### config.mk
export PLATFORM = sky130hd
export DESIGN_NAME = tower_shop_ctrl_flat
export DESIGN_NICKNAME = d
export VERILOG_FILES = /design/src/rtl/tower_shop_ctrl_pkg.sv /design/src/rtl/tower_shop_ctrl_if.sv /design/src/rtl/tower_shop_ctrl_rect_hit.sv /design/src/rtl/tower_shop_ctrl.sv /design/src/flat_wrapper.sv
export SDC_FILE = /design/constraint.sdc
export NUM_CORES = 1
export LEC_CHECK = 0
export BUFFER_PORTS_ARGS = -buffer_cell sky130_fd_sc_hd__buf_2
export CELL_PAD_IN_SITES_DETAIL_PLACEMENT = 0
export CELL_PAD_IN_SITES_GLOBAL_PLACEMENT = 2
export CORE_ASPECT_RATIO = 0.6
export CORE_MARGIN = 1
export CORE_UTILIZATION = 26
export CTS_BUF_LIST = sky130_fd_sc_hd__clkbuf_8
export DETAILED_ROUTE_END_ITERATION = 8
export PLACE_DENSITY = 0.89
export SYNTH_ARGS = -nofsm -noshare
export SYNTH_HDL_FRONTEND = slang
export SYNTH_SLANG_ARGS = --single-unit
### constraint.sdc
create_clock -name Clk -period 3.4 [get_ports Clk]
set_clock_uncertainty 0.1 [all_clocks]
set_input_delay 0.34 -clock Clk [delete_from_list [all_inputs] [get_ports Clk]]
set_output_delay 0.34 -clock Clk [all_outputs]
set_load 0.05 [all_outputs]
### src/rtl/tower_shop_ctrl_pkg.sv
// Shared types and HUD geometry for the tower shop controller.
// Button/start-rect geometry is also used by the sprite renderer.
package tower_shop_ctrl_pkg;

  typedef enum logic {
    IDLE  = 1'b0,
    ARMED = 1'b1
  } shop_state_t;

  localparam logic [7:0] KEY_LCLICK = 8'h01;
  localparam logic [7:0] KEY_RCLICK = 8'h02;
  localparam logic [7:0] KEY_ESC    = 8'h29;

  localparam int SHOP_X0   = 484;
  localparam int SHOP_Y0   = 90;
  localparam int BTN_W     = 20;
  localparam int BTN_H     = 20;
  localparam int BTN_PITCH = 30;

  localparam int START_X0 = 480;
  localparam int START_Y0 = 402;
  localparam int START_X1 = 622;
  localparam int START_Y1 = 450;

  function automatic int idx_w(int n);
    return (n > 1) ? $clog2(n) : 1;
  endfunction

endpackage

### src/rtl/tower_shop_ctrl_if.sv
// Shop controller bus: cursor/key/money inputs and
// purchase/placement results toward map and money bank.
interface tower_shop_ctrl_if
  import tower_shop_ctrl_pkg::*;
#(
  parameter int NUM_TYPES  = 4,
  parameter int MONEY_W    = 10,
  parameter int MAX_TOWERS = 16
);
  localparam int TW = idx_w(NUM_TYPES);
  localparam int CW = $clog2(MAX_TOWERS + 1);

  logic [9:0]         MouseX;
  logic [9:0]         MouseY;
  logic [7:0]         keycode;
  logic [MONEY_W-1:0] money;
  logic               round_active;
  logic               place_ok;

  logic               armed;
  logic [TW-1:0]      sel_type;
  logic               spend_valid;
  logic [MONEY_W-1:0] spend_amt;
  logic               deny;
  logic               start_round;
  logic [CW-1:0]      tower_count;

  modport master (
    output MouseX, MouseY, keycode,
    output money, round_active, place_ok,
    input  armed, sel_type,
    input  spend_valid, spend_amt,
    input  deny, start_round, tower_count
  );

  modport slave (
    input  MouseX, MouseY, keycode,
    input  money, round_active, place_ok,
    output armed, sel_type,
    output spend_valid, spend_amt,
    output deny, start_round, tower_count
  );

endinterface

### src/rtl/tower_shop_ctrl_rect_hit.sv
// Point-in-rectangle test, inclusive bounds,
// compared at 11 bits so edge-of-screen bounds never wrap.
module tower_shop_ctrl_rect_hit #(
  parameter int X0 = 0,
  parameter int Y0 = 0,
  parameter int X1 = 0,
  parameter int Y1 = 0
) (
  input  logic [9:0] px,
  input  logic [9:0] py,
  output logic       hit
);
  localparam logic [10:0] LX0 = 11'(X0);
  localparam logic [10:0] LY0 = 11'(Y0);
  localparam logic [10:0] LX1 = 11'(X1);
  localparam logic [10:0] LY1 = 11'(Y1);

  logic [10:0] x;
  logic [10:0] y;

  assign x = {1'b0, px};
  assign y = {1'b0, py};

  assign hit = (x >= LX0) && (x <= LX1) &&
               (y >= LY0) && (y <= LY1);

endmodule

### src/rtl/tower_shop_ctrl.sv
// Tower shop controller: decodes HUD clicks, arms placement,
// and issues spend requests when placement commits.
module tower_shop_ctrl
  import tower_shop_ctrl_pkg::*;
#(
  parameter int NUM_TYPES  = 4,
  parameter int MONEY_W    = 10,
  parameter logic [NUM_TYPES*MONEY_W-1:0] COSTS =
    {10'd250, 10'd500, 10'd350, 10'd200},
  parameter int MAX_TOWERS = 16
) (
  input logic         Clk,
  input logic         reset,
  tower_shop_ctrl_if.slave bus
);
  localparam int TW = idx_w(NUM_TYPES);
  localparam int CW = $clog2(MAX_TOWERS + 1);
  localparam logic [CW-1:0] CNT_MAX = CW'(MAX_TOWERS);

  shop_state_t state_q;
  shop_state_t state_d;

  logic [7:0] key_q;
  logic       lclick;
  logic       cancel;

  logic [NUM_TYPES:0] hit;
  logic               btn_any;
  logic [TW-1:0]      btn_idx;
  logic               start_hit;

  logic [MONEY_W-1:0] cost_tbl [NUM_TYPES];
  logic [MONEY_W-1:0] btn_cost;
  logic [MONEY_W-1:0] sel_cost;
  logic               room;
  logic               afford;
  logic               drop;

  logic [TW-1:0]      sel_q, sel_d;
  logic               spend_q, spend_d;
  logic [MONEY_W-1:0] amt_q, amt_d;
  logic               deny_q, deny_d;
  logic               start_q, start_d;
  logic [CW-1:0]      cnt_q, cnt_d;

  for (genvar k = 0; k < NUM_TYPES; k++) begin : g_btn
    tower_shop_ctrl_rect_hit #(
      .X0(SHOP_X0),
      .Y0(SHOP_Y0 + k*BTN_PITCH),
      .X1(SHOP_X0 + BTN_W),
      .Y1(SHOP_Y0 + k*BTN_PITCH + BTN_H)
    ) u_hit (
      .px (bus.MouseX),
      .py (bus.MouseY),
      .hit(hit[k])
    );
    assign cost_tbl[k] = COSTS[k*MONEY_W +: MONEY_W];
  end

  tower_shop_ctrl_rect_hit #(
    .X0(START_X0),
    .Y0(START_Y0),
    .X1(START_X1),
    .Y1(START_Y1)
  ) u_start (
    .px (bus.MouseX),
    .py (bus.MouseY),
    .hit(hit[NUM_TYPES])
  );

  assign start_hit = hit[NUM_TYPES];

  // Descending scan so the lowest overlapping button wins.
  always_comb begin
    btn_any = 1'b0;
    btn_idx = '0;
    for (int k = NUM_TYPES - 1; k >= 0; k--) begin
      if (hit[k]) begin
        btn_any = 1'b1;
        btn_idx = TW'(k);
      end
    end
  end

  assign lclick = (bus.keycode == KEY_LCLICK) &&
                  (key_q != KEY_LCLICK);
  assign cancel = ((bus.keycode == KEY_RCLICK) &&
                   (key_q != KEY_RCLICK)) ||
                  ((bus.keycode == KEY_ESC) &&
                   (key_q != KEY_ESC));

  assign btn_cost = cost_tbl[btn_idx];
  assign sel_cost = cost_tbl[sel_q];
  assign room     = cnt_q < CNT_MAX;
  assign afford   = (bus.money >= btn_cost) && room;
  assign drop     = bus.money < sel_cost;

  always_ff @(posedge Clk) begin
    if (reset) begin
      state_q <= IDLE;
    end else begin
      state_q <= state_d;
    end
  end

  always_comb begin
    state_d = state_q;
    unique case (state_q)
      IDLE: begin
        if (lclick && btn_any && afford) state_d = ARMED;
      end
      ARMED: begin
        if (bus.place_ok || cancel || drop) state_d = IDLE;
      end
      default: state_d = IDLE;
    endcase
  end

  always_comb begin
    sel_d   = sel_q;
    spend_d = 1'b0;
    amt_d   = amt_q;
    deny_d  = 1'b0;
    start_d = 1'b0;
    cnt_d   = cnt_q;
    unique case (state_q)
      IDLE: begin
        if (lclick && btn_any) begin
          if (afford) sel_d  = btn_idx;
          else        deny_d = 1'b1;
        end else if (lclick && start_hit && !bus.round_active) begin
          start_d = 1'b1;
        end
      end
      ARMED: begin
        if (bus.place_ok) begin
          spend_d = 1'b1;
          amt_d   = sel_cost;
          if (room) cnt_d = cnt_q + CW'(1);
        end else if (cancel) begin
          sel_d = sel_q;
        end else if (drop) begin
          deny_d = 1'b1;
        end else if (lclick && btn_any) begin
          if (afford) sel_d  = btn_idx;
          else        deny_d = 1'b1;
        end
      end
      default: sel_d = sel_q;
    endcase
  end

  always_ff @(posedge Clk) begin
    if (reset) begin
      key_q   <= '0;
      sel_q   <= '0;
      spend_q <= 1'b0;
      amt_q   <= '0;
      deny_q  <= 1'b0;
      start_q <= 1'b0;
      cnt_q   <= '0;
    end else begin
      key_q   <= bus.keycode;
      sel_q   <= sel_d;
      spend_q <= spend_d;
      amt_q   <= amt_d;
      deny_q  <= deny_d;
      start_q <= start_d;
      cnt_q   <= cnt_d;
    end
  end

  assign bus.armed       = (state_q == ARMED);
  assign bus.sel_type    = sel_q;
  assign bus.spend_valid = spend_q;
  assign bus.spend_amt   = amt_q;
  assign bus.deny        = deny_q;
  assign bus.start_round = start_q;
  assign bus.tower_count = cnt_q;

endmodule

### src/flat_wrapper.sv
// flat-port wrapper written by rule: the top's interface ports become plain ports
module tower_shop_ctrl_flat import tower_shop_ctrl_pkg::*;
#(
  parameter int NUM_TYPES  = 4,
  parameter int MONEY_W    = 10,
  parameter logic [NUM_TYPES*MONEY_W-1:0] COSTS =
    {10'd250, 10'd500, 10'd350, 10'd200},
  parameter int MAX_TOWERS = 16
)
  (Clk, reset, bus_MouseX, bus_MouseY, bus_keycode, bus_money, bus_round_active, bus_place_ok, bus_armed, bus_sel_type, bus_spend_valid, bus_spend_amt, bus_deny, bus_start_round, bus_tower_count);
  tower_shop_ctrl_if #(.NUM_TYPES(NUM_TYPES), .MONEY_W(MONEY_W), .MAX_TOWERS(MAX_TOWERS)) bus_i ();
  input logic Clk;
  input logic reset;
  input wire logic [$bits(bus_i.MouseX)-1:0] bus_MouseX;
  input wire logic [$bits(bus_i.MouseY)-1:0] bus_MouseY;
  input wire logic [$bits(bus_i.keycode)-1:0] bus_keycode;
  input wire logic [$bits(bus_i.money)-1:0] bus_money;
  input wire logic [$bits(bus_i.round_active)-1:0] bus_round_active;
  input wire logic [$bits(bus_i.place_ok)-1:0] bus_place_ok;
  output wire logic [$bits(bus_i.armed)-1:0] bus_armed;
  output wire logic [$bits(bus_i.sel_type)-1:0] bus_sel_type;
  output wire logic [$bits(bus_i.spend_valid)-1:0] bus_spend_valid;
  output wire logic [$bits(bus_i.spend_amt)-1:0] bus_spend_amt;
  output wire logic [$bits(bus_i.deny)-1:0] bus_deny;
  output wire logic [$bits(bus_i.start_round)-1:0] bus_start_round;
  output wire logic [$bits(bus_i.tower_count)-1:0] bus_tower_count;
  assign bus_i.MouseX = bus_MouseX;
  assign bus_i.MouseY = bus_MouseY;
  assign bus_i.keycode = bus_keycode;
  assign bus_i.money = bus_money;
  assign bus_i.round_active = bus_round_active;
  assign bus_i.place_ok = bus_place_ok;
  assign bus_armed = bus_i.armed;
  assign bus_sel_type = bus_i.sel_type;
  assign bus_spend_valid = bus_i.spend_valid;
  assign bus_spend_amt = bus_i.spend_amt;
  assign bus_deny = bus_i.deny;
  assign bus_start_round = bus_i.start_round;
  assign bus_tower_count = bus_i.tower_count;
  tower_shop_ctrl #(.NUM_TYPES(NUM_TYPES), .MONEY_W(MONEY_W), .COSTS(COSTS), .MAX_TOWERS(MAX_TOWERS)) u_core (.Clk(Clk), .reset(reset), .bus(bus_i));
endmodule
==> summary.txt <==
nets - 332
ranking of synthesized cells by area - dfxtp_1 30%, ha_1 15%, nor2_1 4.8%
outcome - finished clean
largest net degree at the start of global routing - 27
Ports - 63
Comb pwr share - 16.5%
WL final - 4.32 mm
area of the mapped netlist - 1720 µm²
Setup WS post-layout - 0.217 ns
biggest area consumer among synthesized cells - dfxtp_1
startpoint types - input pin
H-tree depth - 1
Max rail drop VDD - 160 µV
First-pass DRT Iterations - 4
Hold Path Sink - u_core.key_q[4]
number of DRC markers in iteration 0 - 62
cell count after synthesis - 205
GRT overflow - 0
Cell Area, Placed - 2150 µm²
clock share of power - 37.2%
Crit Path Max Fanout - 4
final hold vios - 0
Core Box Area - 6250 µm²
Crit Path Category - in2reg
FMAX - 314 MHz
ys async rst share - 0%
Vias/cell - 4.68
GRT Total Usage - 12.8%
WP data arrival - 3.22 ns
drt drc - 0
GPL Wtd Cong - 0.872
clock slew at reported path FFs - 0.08 ns
Worst Hold Class - in2reg
Least-Margin Pin Slew - 0.798 ns
Synth Area per Inst - 8.40 µm²
TritonCTS Buffers - 3
commonest cells in the netlist - 26 x dfxtp_1, 22 x nor2_1, 20 x ha_1
Die Y - 65.0 µm
first-pass GRT wire length - 7.24 mm
sw power - 0.154 mW
Seq pwr share - 46.3%
DR WL/cell - 12.2 µm
DIE AREA - 6960 µm²
reg2reg setup slack - 0.68 ns
IO Port Bufs - 60
initial antenna violation count - 0
Initial Util - 27.6%
Clock Path Buffers - 2
Die Span X - 107 µm
Leakage - 0.955 nW
Pwr Total - 0.672 mW
PD cells - 301 nW/µm²
Tcrit/Tclk final - 93.6%
synth-to-layout area growth - 29.7%
Unique masters post-synth - 51
Post-synth EDFFs - 0
Setup Viol. Count Final - 0
Vias - 1652
Internal Power - 0.518 mW
Yosys warning count - 0
most frequent cell after synthesis - dfxtp_1
Yosys top cell area share - 30.2%
pre-CTS WS - -0.106 ns
Core Util, Final - 35.7%
Synth Flop Type - dfxtp_1
crit end category - flip-flop
fin area - 2230 µm²
Worst-Skew Late Latency - 0.26 ns
antenna-violating nets left - 0
RR Endpoint - u_core.bus.sel_type[0]
row count - 22
WP data required - 3.43 ns
CTS Hold Buffers Added - 0
Tmin final - 3.18 ns
switching part of the total - 22.9%
cells on worst reg2reg path - 10
share of layout cells above drive strength 1 - 32.3%
Detail Placement HPWL - 3.62 mm
antenna fix cells - 0
Worst Hold Depth - 2
FILL cells - 677
hold path start - bus_keycode[4]
max-slew violations - 0
CTS tree - done
post-synthesis sequential area ratio - 30.2%
Setup TNS - 0 ns
reg2reg start - u_core.bus.sel_type[0]
flops & latches, synth - 26
RSZ-0062 raised after global routing - false
Max Cap Violations - 0
number of global-route vias before repair - 1516
clock sink total - 26
Root Driver - clkbuf_8
worst slew margin relative to its limit - 46.1%
## layer usage
layer	track usage [%]	routed length (µm)
met1	20.1	2490
met2	17.6	1530
met3	3.62	292
met4	0.514	6
met5	0	0
## cell usage in the layout (no fill, tap or decap), drive strengths merged, types with 3 or more instances in the layout
cell type / instances
o21a: 4
nand4: 6
nor3: 5
dfxtp: 26
buf: 72
a31oi: 3
a21oi: 9
nand2: 12
clkbuf: 3
nand3: 7
a211oi: 4
nor2: 22
nor2b: 10
inv: 10
or2: 3
o311ai: 4
o21ai: 7
ha: 20
## timing repair
action,CTS,global route
setup buffers,0,0
gates resized for setup,0,5
setup endpoints to repair,0,3
## cell families after synthesis
group | after synthesis | synth area share, %
multiplexers | 1 | 0.654
buffers and inverters | 23 | 6.40
flip-flops | 26 | 30.2
AND/OR/NAND/NOR | 76 | 22.7
adder cells (fa/ha/maj) | 20 | 14.5
XOR/XNOR | 3 | 1.53
AO/OA/AOI/OAI | 55 | 23.7
other | 1 | 0.218
## power by group through the flow
| stage | Sequential, mW | Combinational [mW] | Clock (mW) |
|---|---|---|---|
| CTS | 0.311 | 0.109 | 0.258 |
| global placement | 0.318 | 0.108 | 0 |
| global route | 0.312 | 0.124 | 0.272 |
| detailed placement | 0.318 | 0.108 | 0 |
| floorplan | 0.318 | 0.0582 | 0 |
| finish | 0.311 | 0.111 | 0.250 |
## flip-flops by register name, summed over array words and instances (netlist names)
register,count
u_core.bus.start_round,1
u_core.bus.spend_valid,1
u_core.bus.spend_amt,7
u_core.bus.deny,1
u_core.bus.tower_count,5
u_core.bus.armed,1
u_core.bus.sel_type,2
u_core.key_q,8
## worst max path at each step
| stage | startpoint | endpoint | slack (ns) | cells after the start |
|---|---|---|---|---|
| finish | bus_MouseY[5] | u_core.bus.sel_type[0] | 0.22 | 17 |
| CTS | bus_MouseX[4] | u_core.bus.sel_type[0] | 0.17 | 13 |
| detailed placement | bus_MouseX[4] | u_core.bus.sel_type[0] | -0.11 | 13 |
| global placement | bus_MouseY[5] | u_core.bus.armed | -0.01 | 18 |
| floorplan | bus_MouseY[4] | u_core.bus.armed | 0.14 | 17 |
| global route | bus_MouseY[5] | u_core.bus.sel_type[0] | 0.01 | 17 |
## stage by stage
| stage | std cells | hold WS [ns] |
|---|---|---|
| after floorplan | 206 | 0.351 |
| after global placement | 349 | 0.345 |
| after detailed placement | 349 | 0.350 |
| after CTS | 353 | 0.194 |
| after global routing | 353 | 0.192 |
| final | 353 | 0.200 |
## area by class of cell
cell class | count | area, µm² | share of cell area [%]
sequential | 26 | 520 | 23.3
inverter | 10 | 37.5 | 1.68
timing repair buffer | 72 | 390 | 17.5
tap | 84 | 105 | 4.71
clock inverter | 1 | 30.0 | 1.35
clock buffer | 3 | 41.3 | 1.85
multi-input combinational | 157 | 1110 | 49.6
## worst max-delay path, cell delays in order
cell       delay, ns
buf_2           0.12
or2_2           0.30
a31oi_1         0.18
o21ai_0         0.11
a2bb2oi_1       0.14
nor2_1          0.12
inv_1           0.08
ha_1            0.27
inv_1           0.06
ha_1            0.27
nor3_1          0.05
a311oi_1        0.29
o41ai_1         0.14
buf_4           0.16
or3_1           0.38
o21ai_1         0.13
a21oi_1         0.08
Note: power is estimated with default switching activity, not from simulation.
